[src/rtl/muldiv_unit_if.sv]
// ============================================================================
// Module : muldiv_unit_if
// Brief  : Issue/result bundle between the execute stage and muldiv_unit.
// Rev    : 1.0  initial release
// ============================================================================
`default_nettype none

interface muldiv_unit_if #(
  parameter int WIDTH = 32
);
  logic             Start;
  logic [2:0]       Op;
  logic [WIDTH-1:0] Rdata1;
  logic [WIDTH-1:0] Rdata2;
  logic             Busy;
  logic             Done;
  logic [WIDTH-1:0] HI;
  logic [WIDTH-1:0] LO;

  modport master (output Start, Op, Rdata1, Rdata2, input Busy, Done, HI, LO);
  modport slave  (input Start, Op, Rdata1, Rdata2, output Busy, Done, HI, LO);
endinterface

`default_nettype wire

[src/rtl/muldiv_unit.sv]
// ============================================================================
// Module : muldiv_unit
// Brief  : Iterative MULT/MULTU/DIV/DIVU with architectural HI/LO registers.
//          Optional MTHI/MTLO writes enabled by macro MULDIV_MTHI_MTLO_EN.
// Rev    : 1.0  initial release
// ============================================================================
`default_nettype none

module muldiv_unit #(
  parameter int WIDTH = 32
) (
  input  wire logic       CLK,
  input  wire logic       RST,
  muldiv_unit_if.slave    bus
);

  localparam int              CW     = (WIDTH > 1) ? $clog2(WIDTH) : 1;
  localparam logic [CW-1:0]   c_last = CW'(WIDTH - 1);

  typedef enum logic [1:0] {
    S_IDLE = 2'd0,
    S_CALC = 2'd1,
    S_FIX  = 2'd2
  } state_t;

  state_t             r_state;
  state_t             w_state_nxt;
  logic [CW-1:0]      r_cnt;
  logic               r_busy;
  logic               r_done;
  logic [WIDTH-1:0]   r_hi;
  logic [WIDTH-1:0]   r_lo;

  // Operation context captured at issue
  logic               r_is_div;
  logic               r_neg_q;
  logic               r_neg_r;
  logic               r_divzero;
  logic [WIDTH-1:0]   r_opb;
  logic [2*WIDTH-1:0] r_acc;
  logic [WIDTH-1:0]   r_rem;

  logic               w_accept;
  logic               w_mthi;
  logic               w_mtlo;
  logic               w_signed;
  logic [WIDTH-1:0]   w_abs_a;
  logic [WIDTH-1:0]   w_abs_b;

  logic [WIDTH:0]     w_mul_sum;
  logic [2*WIDTH-1:0] w_mul_nxt;
  logic [WIDTH:0]     w_div_shift;
  logic [WIDTH:0]     w_div_diff;

  logic [2*WIDTH-1:0] w_prod;
  logic [WIDTH-1:0]   w_quo;
  logic [WIDTH-1:0]   w_remf;

  // ---------------------------------------------------------------- FSM
  always_ff @(posedge CLK or negedge RST) begin
    if (!RST) begin
      r_state <= S_IDLE;
    end else begin
      r_state <= w_state_nxt;
    end
  end

  always_comb begin
    w_state_nxt = r_state;
    w_accept    = 1'b0;
    w_mthi      = 1'b0;
    w_mtlo      = 1'b0;
    case (r_state)
      S_IDLE: begin
        if (bus.Start) begin
          if (!bus.Op[2]) begin
            w_accept    = 1'b1;
            w_state_nxt = S_CALC;
          end else begin
`ifdef MULDIV_MTHI_MTLO_EN
            w_mthi = (bus.Op[1:0] == 2'b00);
            w_mtlo = (bus.Op[1:0] == 2'b01);
`endif
          end
        end
      end
      S_CALC: begin
        if (r_cnt == c_last) begin
          w_state_nxt = S_FIX;
        end
      end
      S_FIX: begin
        w_state_nxt = S_IDLE;
      end
      default: begin
        w_state_nxt = S_IDLE;
      end
    endcase
  end

  // ---------------------------------------------------------------- datapath
  always_comb begin
    w_signed = ~bus.Op[0];
    w_abs_a  = (w_signed && bus.Rdata1[WIDTH-1]) ? (~bus.Rdata1 + 1'b1) : bus.Rdata1;
    w_abs_b  = (w_signed && bus.Rdata2[WIDTH-1]) ? (~bus.Rdata2 + 1'b1) : bus.Rdata2;

    // Shift-add: multiplier sits in the low half and is consumed LSB first
    w_mul_sum = {1'b0, r_acc[2*WIDTH-1:WIDTH]} + (r_acc[0] ? {1'b0, r_opb} : '0);
    w_mul_nxt = {w_mul_sum, r_acc[WIDTH-1:1]};

    // Restoring step: quotient shifts in where the dividend shifts out
    w_div_shift = {r_rem, r_acc[WIDTH-1]};
    w_div_diff  = w_div_shift - {1'b0, r_opb};

    w_prod = r_neg_q ? (~r_acc + 1'b1) : r_acc;
    w_quo  = r_divzero ? '1 : (r_neg_q ? (~r_acc[WIDTH-1:0] + 1'b1) : r_acc[WIDTH-1:0]);
    w_remf = r_neg_r ? (~r_rem + 1'b1) : r_rem;
  end

  always_ff @(posedge CLK or negedge RST) begin
    if (!RST) begin
      r_cnt     <= '0;
      r_is_div  <= 1'b0;
      r_neg_q   <= 1'b0;
      r_neg_r   <= 1'b0;
      r_divzero <= 1'b0;
      r_opb     <= '0;
      r_acc     <= '0;
      r_rem     <= '0;
    end else if (w_accept) begin
      r_cnt     <= '0;
      r_is_div  <= bus.Op[1];
      r_neg_q   <= w_signed & (bus.Rdata1[WIDTH-1] ^ bus.Rdata2[WIDTH-1]);
      r_neg_r   <= w_signed & bus.Rdata1[WIDTH-1];
      r_divzero <= bus.Op[1] & (bus.Rdata2 == '0);
      r_opb     <= bus.Op[1] ? w_abs_b : w_abs_a;
      r_acc     <= {{WIDTH{1'b0}}, (bus.Op[1] ? w_abs_a : w_abs_b)};
      r_rem     <= '0;
    end else if (r_state == S_CALC) begin
      r_cnt <= r_cnt + 1'b1;
      if (r_is_div) begin
        if (!w_div_diff[WIDTH]) begin
          r_rem <= w_div_diff[WIDTH-1:0];
        end else begin
          r_rem <= w_div_shift[WIDTH-1:0];
        end
        r_acc[WIDTH-1:0] <= {r_acc[WIDTH-2:0], ~w_div_diff[WIDTH]};
      end else begin
        r_acc <= w_mul_nxt;
      end
    end
  end

  // ---------------------------------------------------------------- HI/LO
  always_ff @(posedge CLK or negedge RST) begin
    if (!RST) begin
      r_hi <= '0;
      r_lo <= '0;
    end else if (r_state == S_FIX) begin
      if (r_is_div) begin
        r_hi <= w_remf;
        r_lo <= w_quo;
      end else begin
        r_hi <= w_prod[2*WIDTH-1:WIDTH];
        r_lo <= w_prod[WIDTH-1:0];
      end
    end else begin
      if (w_mthi) begin
        r_hi <= bus.Rdata1;
      end
      if (w_mtlo) begin
        r_lo <= bus.Rdata1;
      end
    end
  end

  always_ff @(posedge CLK or negedge RST) begin
    if (!RST) begin
      r_busy <= 1'b0;
      r_done <= 1'b0;
    end else begin
      r_busy <= (w_state_nxt != S_IDLE);
      r_done <= (r_state == S_FIX);
    end
  end

  assign bus.Busy = r_busy;
  assign bus.Done = r_done;
  assign bus.HI   = r_hi;
  assign bus.LO   = r_lo;

endmodule

`default_nettype wire

[src/flat_wrapper.sv]
// flat-port wrapper written by rule: the top's interface ports become plain ports
module muldiv_unit_flat 
#(
  parameter int WIDTH = 32
)
  (CLK, RST, bus_Start, bus_Op, bus_Rdata1, bus_Rdata2, bus_Busy, bus_Done, bus_HI, bus_LO);
  muldiv_unit_if #(.WIDTH(WIDTH)) bus_i ();
  input  wire logic CLK;
  input  wire logic RST;
  input wire logic [$bits(bus_i.Start)-1:0] bus_Start;
  input wire logic [$bits(bus_i.Op)-1:0] bus_Op;
  input wire logic [$bits(bus_i.Rdata1)-1:0] bus_Rdata1;
  input wire logic [$bits(bus_i.Rdata2)-1:0] bus_Rdata2;
  output wire logic [$bits(bus_i.Busy)-1:0] bus_Busy;
  output wire logic [$bits(bus_i.Done)-1:0] bus_Done;
  output wire logic [$bits(bus_i.HI)-1:0] bus_HI;
  output wire logic [$bits(bus_i.LO)-1:0] bus_LO;
  assign bus_i.Start = bus_Start;
  assign bus_i.Op = bus_Op;
  assign bus_i.Rdata1 = bus_Rdata1;
  assign bus_i.Rdata2 = bus_Rdata2;
  assign bus_Busy = bus_i.Busy;
  assign bus_Done = bus_i.Done;
  assign bus_HI = bus_i.HI;
  assign bus_LO = bus_i.LO;
  muldiv_unit #(.WIDTH(WIDTH)) u_core (.CLK(CLK), .RST(RST), .bus(bus_i));
endmodule
[config.mk]
export PLATFORM = sky130hd
export DESIGN_NAME = muldiv_unit_flat
export DESIGN_NICKNAME = d
export VERILOG_FILES = /design/src/rtl/muldiv_unit_if.sv /design/src/rtl/muldiv_unit.sv /design/src/flat_wrapper.sv
export SDC_FILE = /design/constraint.sdc
export NUM_CORES = 1
export LEC_CHECK = 0
export CORE_MARGIN = 1.5
export CORE_UTILIZATION = 54
export DETAILED_ROUTE_END_ITERATION = 10
export PLACE_DENSITY = 0.78
export SLEW_MARGIN = 20
export SYNTH_ARGS = -nofsm -noshare
export SYNTH_HDL_FRONTEND = slang
export SYNTH_SLANG_ARGS = --single-unit
[constraint.sdc]
create_clock -name CLK -period 3.3 [get_ports CLK]
set_input_delay 0.825 -clock CLK [delete_from_list [all_inputs] [get_ports CLK]]
set_output_delay 0.825 -clock CLK [all_outputs]
set_load 0.005 [all_outputs]
==> impl_metrics.json, run 1 <==
{
  "synth_nets": 2133,
  "synth.most_common_cell": "nand2_1",
  "synth_cell_types": 66,
  "holdWs_ns": 0.2865,
  "firstDrtPassIters": 6,
  "holdBufCountCts": 0,
  "antenna_found_initial": 2,
  "finalNetCount": 2424,
  "drive_gt1_frac": 0.1896,
  "yosys_most_used_dff": "dfrtp_1",
  "rsz0062_at_grt": "yes",
  "synth-async-reset-ratio": 1.000,
  "initial_core_util": 0.5495,
  "gr-total-overflow": 0,
  "seq_area_frac_synth": 0.3253,
  "gp_congestion": 0.9930,
  "combPwrFrac": 0.676,
  "cp.required_ns": 3.73,
  "avgSynthCellArea_um2": 7.921,
  "setup_slack_ns": -0.1830,
  "synth_edf_count": 0,
  "endpoint": "u_core.bus.HI[24]",
  "switchingPower_mw": 10.78,
  "tightest_slew_ns": 1.036,
  "synth.top_cell.area_share": 0.3253,
  "dp.cells": 2613,
  "coreArea_um2": 28700,
  "wl_um": 56230,
  "final-max-slew-violation-count": 0,
  "stdcell_count": 2685,
  "path_clk_slew_ns": 0.06,
  "grt_util_all_layers": 0.3498,
  "p_sw_frac": 0.4825,
  "numCtsBuffers": 25,
  "syn_inst": 1991,
  "vdd_drop_max_v": 0.0005724,
  "dpl.hpwl_um": 40960,
  "status": "complete, but fails checks",
  "grt_pass1_wl_um": 83790,
  "rows": 62,
  "synth_top_cell_by_area": "dfrtp_1",
  "cts_sinks": 205,
  "arrival_ns": 3.91,
  "ys_top_cells_by_area": "dfrtp_1 (33%), o21ai_0 (7.6%), xor2_1 (6.4%)",
  "power_density_nw_per_um2": 1080,
  "startpoint": "u_core.r_acc[11]",
  "synth_area_um2": 15770,
  "period_share": 1.055,
  "p_seq_frac": 0.197,
  "drc": 0,
  "period_minus_slack_ns": 3.483,
  "wl_per_cell_um": 20.94,
  "dieArea_um2": 30240,
  "cts_tree": "yes",
  "root_buffer": "clkbuf_16",
  "synth_common_cells": "nand2_1 (243), o21ai_0 (239), dfrtp_1 (205), nor2_1 (198), a21oi_1 (190)",
  "grt_max_degree": 106,
  "drt_iter0_drc": 1655,
  "r2r-start": "u_core.r_acc[11]",
  "grt_pass1_vias": 15280,
  "hp-class": "in2async",
  "crit_path_end_kind": "flip-flop",
  "crit_type": "reg2reg",
  "io_pins": 136,
  "slew_headroom": 0.3092,
  "violations": "negative setup slack",
  "cap_violations": 0,
  "cp_max_fo": 5,
  "leakage_nw": 9.064,
  "area_growth_pct": 31.11,
  "ys_ff_latch": 205,
  "die_w_um": 173.9,
  "p_clk_frac": 0.127,
  "clock_latency_ns": 0.53,
  "r2r_end": "u_core.bus.HI[24]",
  "dieHeight_um": 173.9,
  "cts.htree.levels": 1,
  "internal_power_mw": 11.56,
  "synth_warnings": 0,
  "r2r_cells": 10,
  "n_fill_cell": 2231,
  "finalHoldViolCount": 0,
  "portBuffers": 135,
  "reg2reg_slack_ns": -0.18,
  "num_vias": 16660,
  "setup-violations-final": 11,
  "max_freq_ghz": 0.2871,
  "via_per_inst": 6.206,
  "clockBufferDepth": 3,
  "critPathLaunchType": "flip-flop",
  "ant_nets": 0,
  "fin_skew_ns": 0.01438
}
[kinds of logic (layout without fill, tap and decap cells)]
kind of cell	Yosys count	in the layout	share of synthesized area
muxes	45	45	0.02880
DFF	205	205	0.3253
AOI/OAI and AO/OA	656	656	0.2478
buffers and inverters	176	485	0.04443
adders and majority gates	72	72	0.05807
other	0	1	0
xor gates and xnor gates	200	200	0.1111
and+or+nand+nor	637	637	0.1845
[registers in the layout (all words and copies together), names as in the netlist]
| signal | count |
|---|---|
| u_core.r_acc | 64 |
| u_core.bus.HI | 32 |
| u_core.bus.LO | 32 |
| u_core.r_opb | 32 |
| u_core.r_rem | 32 |
| u_core.r_cnt | 5 |
| u_core.r_state | 2 |
| u_core.bus.Busy | 1 |
| u_core.bus.Done | 1 |
| u_core.r_divzero | 1 |
| u_core.r_is_div | 1 |
| u_core.r_neg_q | 1 |
| u_core.r_neg_r | 1 |
[cell usage in the layout, fill, tap and decap left out, drive strengths merged, types with 14 or more instances in the layout]
| cell type | count |
|---|---|
| clkbuf | 37 |
| clkdlybuf4s50 | 133 |
| o31ai | 37 |
| buf | 240 |
| ha | 70 |
| or3 | 20 |
| xor2 | 115 |
| inv | 61 |
| a21oi | 190 |
| nand2 | 243 |
| a21o | 39 |
| nor2b | 14 |
| dfrtp | 205 |
| nand3 | 33 |
| or4 | 21 |
| o211ai | 52 |
| o41ai | 23 |
| o21ai | 242 |
| nand2b | 19 |
| mux2i | 42 |
| nor3 | 25 |
| nor2 | 198 |
| and3 | 15 |
| xnor2 | 85 |
[critical path: stages (launching register included)]
cell     delay [ns]
dfrtp_1        0.38
or4_4          0.55
or4_4          0.47
or3_2          0.49
buf_4          0.16
or3_4          0.40
or3_1          0.34
o21ai_1        0.17
xnor2_1        0.14
a21oi_1        0.08
o21ai_0        0.20
[final cells by class]
cell class | count | area [um^2] | area share
Tap cell | 384 | 480.5 | 0.02323
Sequential cell | 205 | 5131 | 0.2481
Clock buffer | 33 | 705.7 | 0.03413
Multi-Input combinational cell | 1610 | 10640 | 0.5146
Inverter | 63 | 236.5 | 0.01144
Clock inverter | 12 | 133.9 | 0.006474
Antenna cell | 1 | 2.502 | 0.0001210
Timing Repair Buffer | 377 | 3348 | 0.1619
[per-stage QoR]
step	setup slack, ns	power [mW]	cell area (um^2)	util	TNS, ns
finish	-0.1830	22.33	20680	0.7204	-1.006
global route	-0.2834	23.59	20680	0.7204	-3.689
CTS	-0.1937	20.07	19860	0.6921	-0.9111
detailed placement	-0.5049	16.96	18870	0.6573	-13.73
global placement	-0.3835	16.62	18870	0.6573	-8.367
floorplan	-0.1835	12.47	15800	-	-0.4018
[how the worst min path moves through the flow]
stage,from,endpoint,slack (ns),depth (start not counted)
floorplan,u_core.r_cnt[3],u_core.r_cnt[3],0.45,1
global placement,u_core.r_opb[21],u_core.r_opb[21],0.46,2
detailed placement,u_core.r_opb[7],u_core.r_opb[7],0.47,1
CTS,RST,u_core.bus.HI[26],0.31,1
finish,RST,u_core.bus.HI[26],0.29,1
global route,RST,u_core.bus.HI[26],0.32,1
[power groups by stage]
stage               clock (mW)  combinational (mW)  sequential [mW]
global route              2.95                16.2             4.47
floorplan                    0                8.32             4.15
finish                    2.83                15.1             4.39
CTS                       2.84                12.9             4.29
detailed placement           0                12.6             4.31
global placement             0                12.4             4.27
[routing by layer]
| layer | share of wire | wire (um) | track usage |
|---|---|---|---|
| met3 | 0.093 | 5249 | 0.05665 |
| met5 | 0.00016 | 9 | 0 |
| met1 | 0.41 | 23100 | 0.4878 |
| met2 | 0.45 | 25420 | 0.5477 |
| met4 | 0.044 | 2450 | 0.1300 |
[repair_timing]
action / CTS / global route
endpoints found under the setup margin: 34 / 82
resized for setup: 31 / 154
cloned: 0 / 4
pin swaps: 11 / 55
buffers inserted: 4 / 18
Note: power is estimated with default switching activity, not from simulation.
==> run 2, diff against run 1 <==
CAP_MARGIN = 40   (was default)
==> impl_metrics.json, run 2 (same netlist as run 1, synthesis figures left out) <==
{
  "hp-class": "in2async",
  "slew_headroom": 0.4185,
  "finalHoldViolCount": 0,
  "holdBufCountCts": 0,
  "cp_top_family": "simple AND/OR/NAND/NOR gates",
  "violations": "negative setup slack",
  "dieArea_um2": 30240,
  "holdWs_ns": 0.2930,
  "cts_sinks": 205,
  "busiest_layer": "met2",
  "dieHeight_um": 173.9,
  "cts.htree.levels": 1,
  "mostFrequentLayoutCell": "nand2_1",
  "die_w_um": 173.9,
  "antenna_found_initial": 0,
  "root_buffer": "clkbuf_16",
  "use_met1": 0.4843,
  "max_stage_delay_ns": 0.55,
  "critPathLaunchType": "flip-flop",
  "power_mw": 22.53,
  "path_clk_slew_ns": 0.06,
  "crit_path_top_delay_cell": "or4_4",
  "gr-total-overflow": 0,
  "portBuffers": 135,
  "antenna_cells": 0,
  "grt_pass1_wl_um": 84290,
  "grt_max_degree": 106,
  "drive_gt1_frac": 0.1874,
  "io_pins": 136,
  "coreArea_um2": 28700,
  "path_cells": "or4_4 > or4_4 > or4_4 > nand2b_4 > or2_4 > or4_4 > buf_6 > o31ai_4 > xnor2_1 > a21oi_1 > o21ai_1",
  "drt_iter0_drc": 1848,
  "p_sw_frac": 0.4800,
  "dpl.hpwl_um": 41030,
  "cts_tree": "yes",
  "stdcell_count": 2689,
  "cap_violations": 0,
  "crit_type": "reg2reg",
  "setup-violations-final": 12,
  "period_minus_slack_ns": 3.519,
  "place_ws_ns": -0.4605,
  "rsz0062_at_grt": "yes",
  "area_growth_pct": 31.77,
  "firstDrtPassIters": 6,
  "clock_latency_ns": 0.53,
  "cp.required_ns": 3.69,
  "r2r-start": "u_core.r_acc[11]",
  "p_seq_frac": 0.194,
  "switchingPower_mw": 10.81,
  "numCtsBuffers": 25,
  "grt_pass1_vias": 15450,
  "via_per_inst": 6.252,
  "internal_power_mw": 11.71,
  "dpl-instance-area_um2": 18900,
  "final_cell_mix": "nand2_1 (241), buf_4 (221), dfrtp_1 (204)",
  "clockBufferDepth": 3,
  "path_buf_inv": 1,
  "dp.cells": 2615,
  "cp_max_fo": 5,
  "top_register": "u_core.r_acc",
  "path_common_cell": "or4_4",
  "p_clk_frac": 0.130,
  "gp_congestion": 0.9930,
  "finalNetCount": 2429,
  "power_density_nw_per_um2": 1084,
  "largest_register_ffs": 64,
  "startpoint": "u_core.r_acc[11]",
  "rows": 62,
  "drc": 0,
  "combPwrFrac": 0.676,
  "final-max-slew-violation-count": 0,
  "final_cell_area_um2": 20780,
  "grt_use_met3": 0.06234,
  "setup_slack_ns": -0.2186,
  "ant_nets": 0,
  "tightest_slew_ns": 0.8713,
  "grt_util_all_layers": 0.3520,
  "leakage_nw": 9.106,
  "num_vias": 16810,
  "crit_path_end_kind": "flip-flop",
  "arrival_ns": 3.91,
  "max_freq_ghz": 0.2842,
  "wl_per_cell_um": 21.00,
  "fin_skew_ns": 0.01974,
  "wl_um": 56470,
  "vdd_drop_max_v": 0.0007883,
  "status": "complete, but fails checks",
  "initial_core_util": 0.5495,
  "gr-usage-met2": 0.5433,
  "period_share": 1.066
}
==> run 2: per-layer routing <==
metal | wire [um] | vias to the layer above
met5 | 0 | -
met4 | 2919 | 0
met3 | 5478 | 193
met2 | 25150 | 904
met1 | 22920 | 8034
li1 | - | 7681
==> run 2: per-stage QoR <==
step	TNS, ns	util
detailed placement	-12.39	0.6584
finish	-0.9381	0.7241
CTS	-0.7075	0.6939
global placement	-8.367	0.6573
global route	-3.222	0.7241
floorplan	-0.4018	-
==> run 2: power by group through the flow <==
stage | clock [mW] | sequential (mW) | combinational [mW]
after floorplan | 0 | 4.15 | 8.32
after global placement | 0 | 4.27 | 12.4
after detailed placement | 0 | 4.28 | 12.7
after CTS | 2.95 | 4.26 | 12.9
after global routing | 3.05 | 4.43 | 16.3
final | 2.93 | 4.37 | 15.2
==> run 2: cell type report <==
| cell class | count | area [um^2] |
|---|---|---|
| Multi-Input combinational cell | 1610 | 10660 |
| Clock inverter | 8 | 128.9 |
| Fill cell | 2161 | 7920 |
| Tap cell | 384 | 480.5 |
| Timing Repair Buffer | 382 | 3406 |
| Clock buffer | 37 | 740.7 |
| Sequential cell | 205 | 5131 |
| Inverter | 63 | 236.5 |
==> run 2: what timing repair did <==
action,CTS,global route
setup endpoints to repair,29,83
resized for setup,31,157
cloned,0,4
setup buffers,4,22
pin swaps,9,63
==> run 2: worst reg2reg max path, delay by kind of cell, from the launching register on <==
kind / cells / cell delay, ns
buffers and inverters: 1 / 0.14
flip-flops: 1 / 0.39
AO/OA/AOI/OAI: 3 / 0.37
AND/OR/NAND/NOR: 6 / 2.38
XOR/XNOR: 1 / 0.10
==> run 2: worst paths after layout <==
check | slack (ns) | depth (start not counted) | endpoint
worst max-delay path | -0.22 | 11 | u_core.bus.HI[23]
worst min-delay path | 0.29 | 1 | u_core.bus.HI[26]
worst max register to register | -0.22 | 11 | u_core.bus.HI[23]
worst min register to register | 0.48 | 1 | u_core.r_opb[7]
max in group asynchronous | 2.20 | 2 | u_core.bus.LO[19]
min in group CLK | 0.48 | 1 | u_core.r_opb[7]
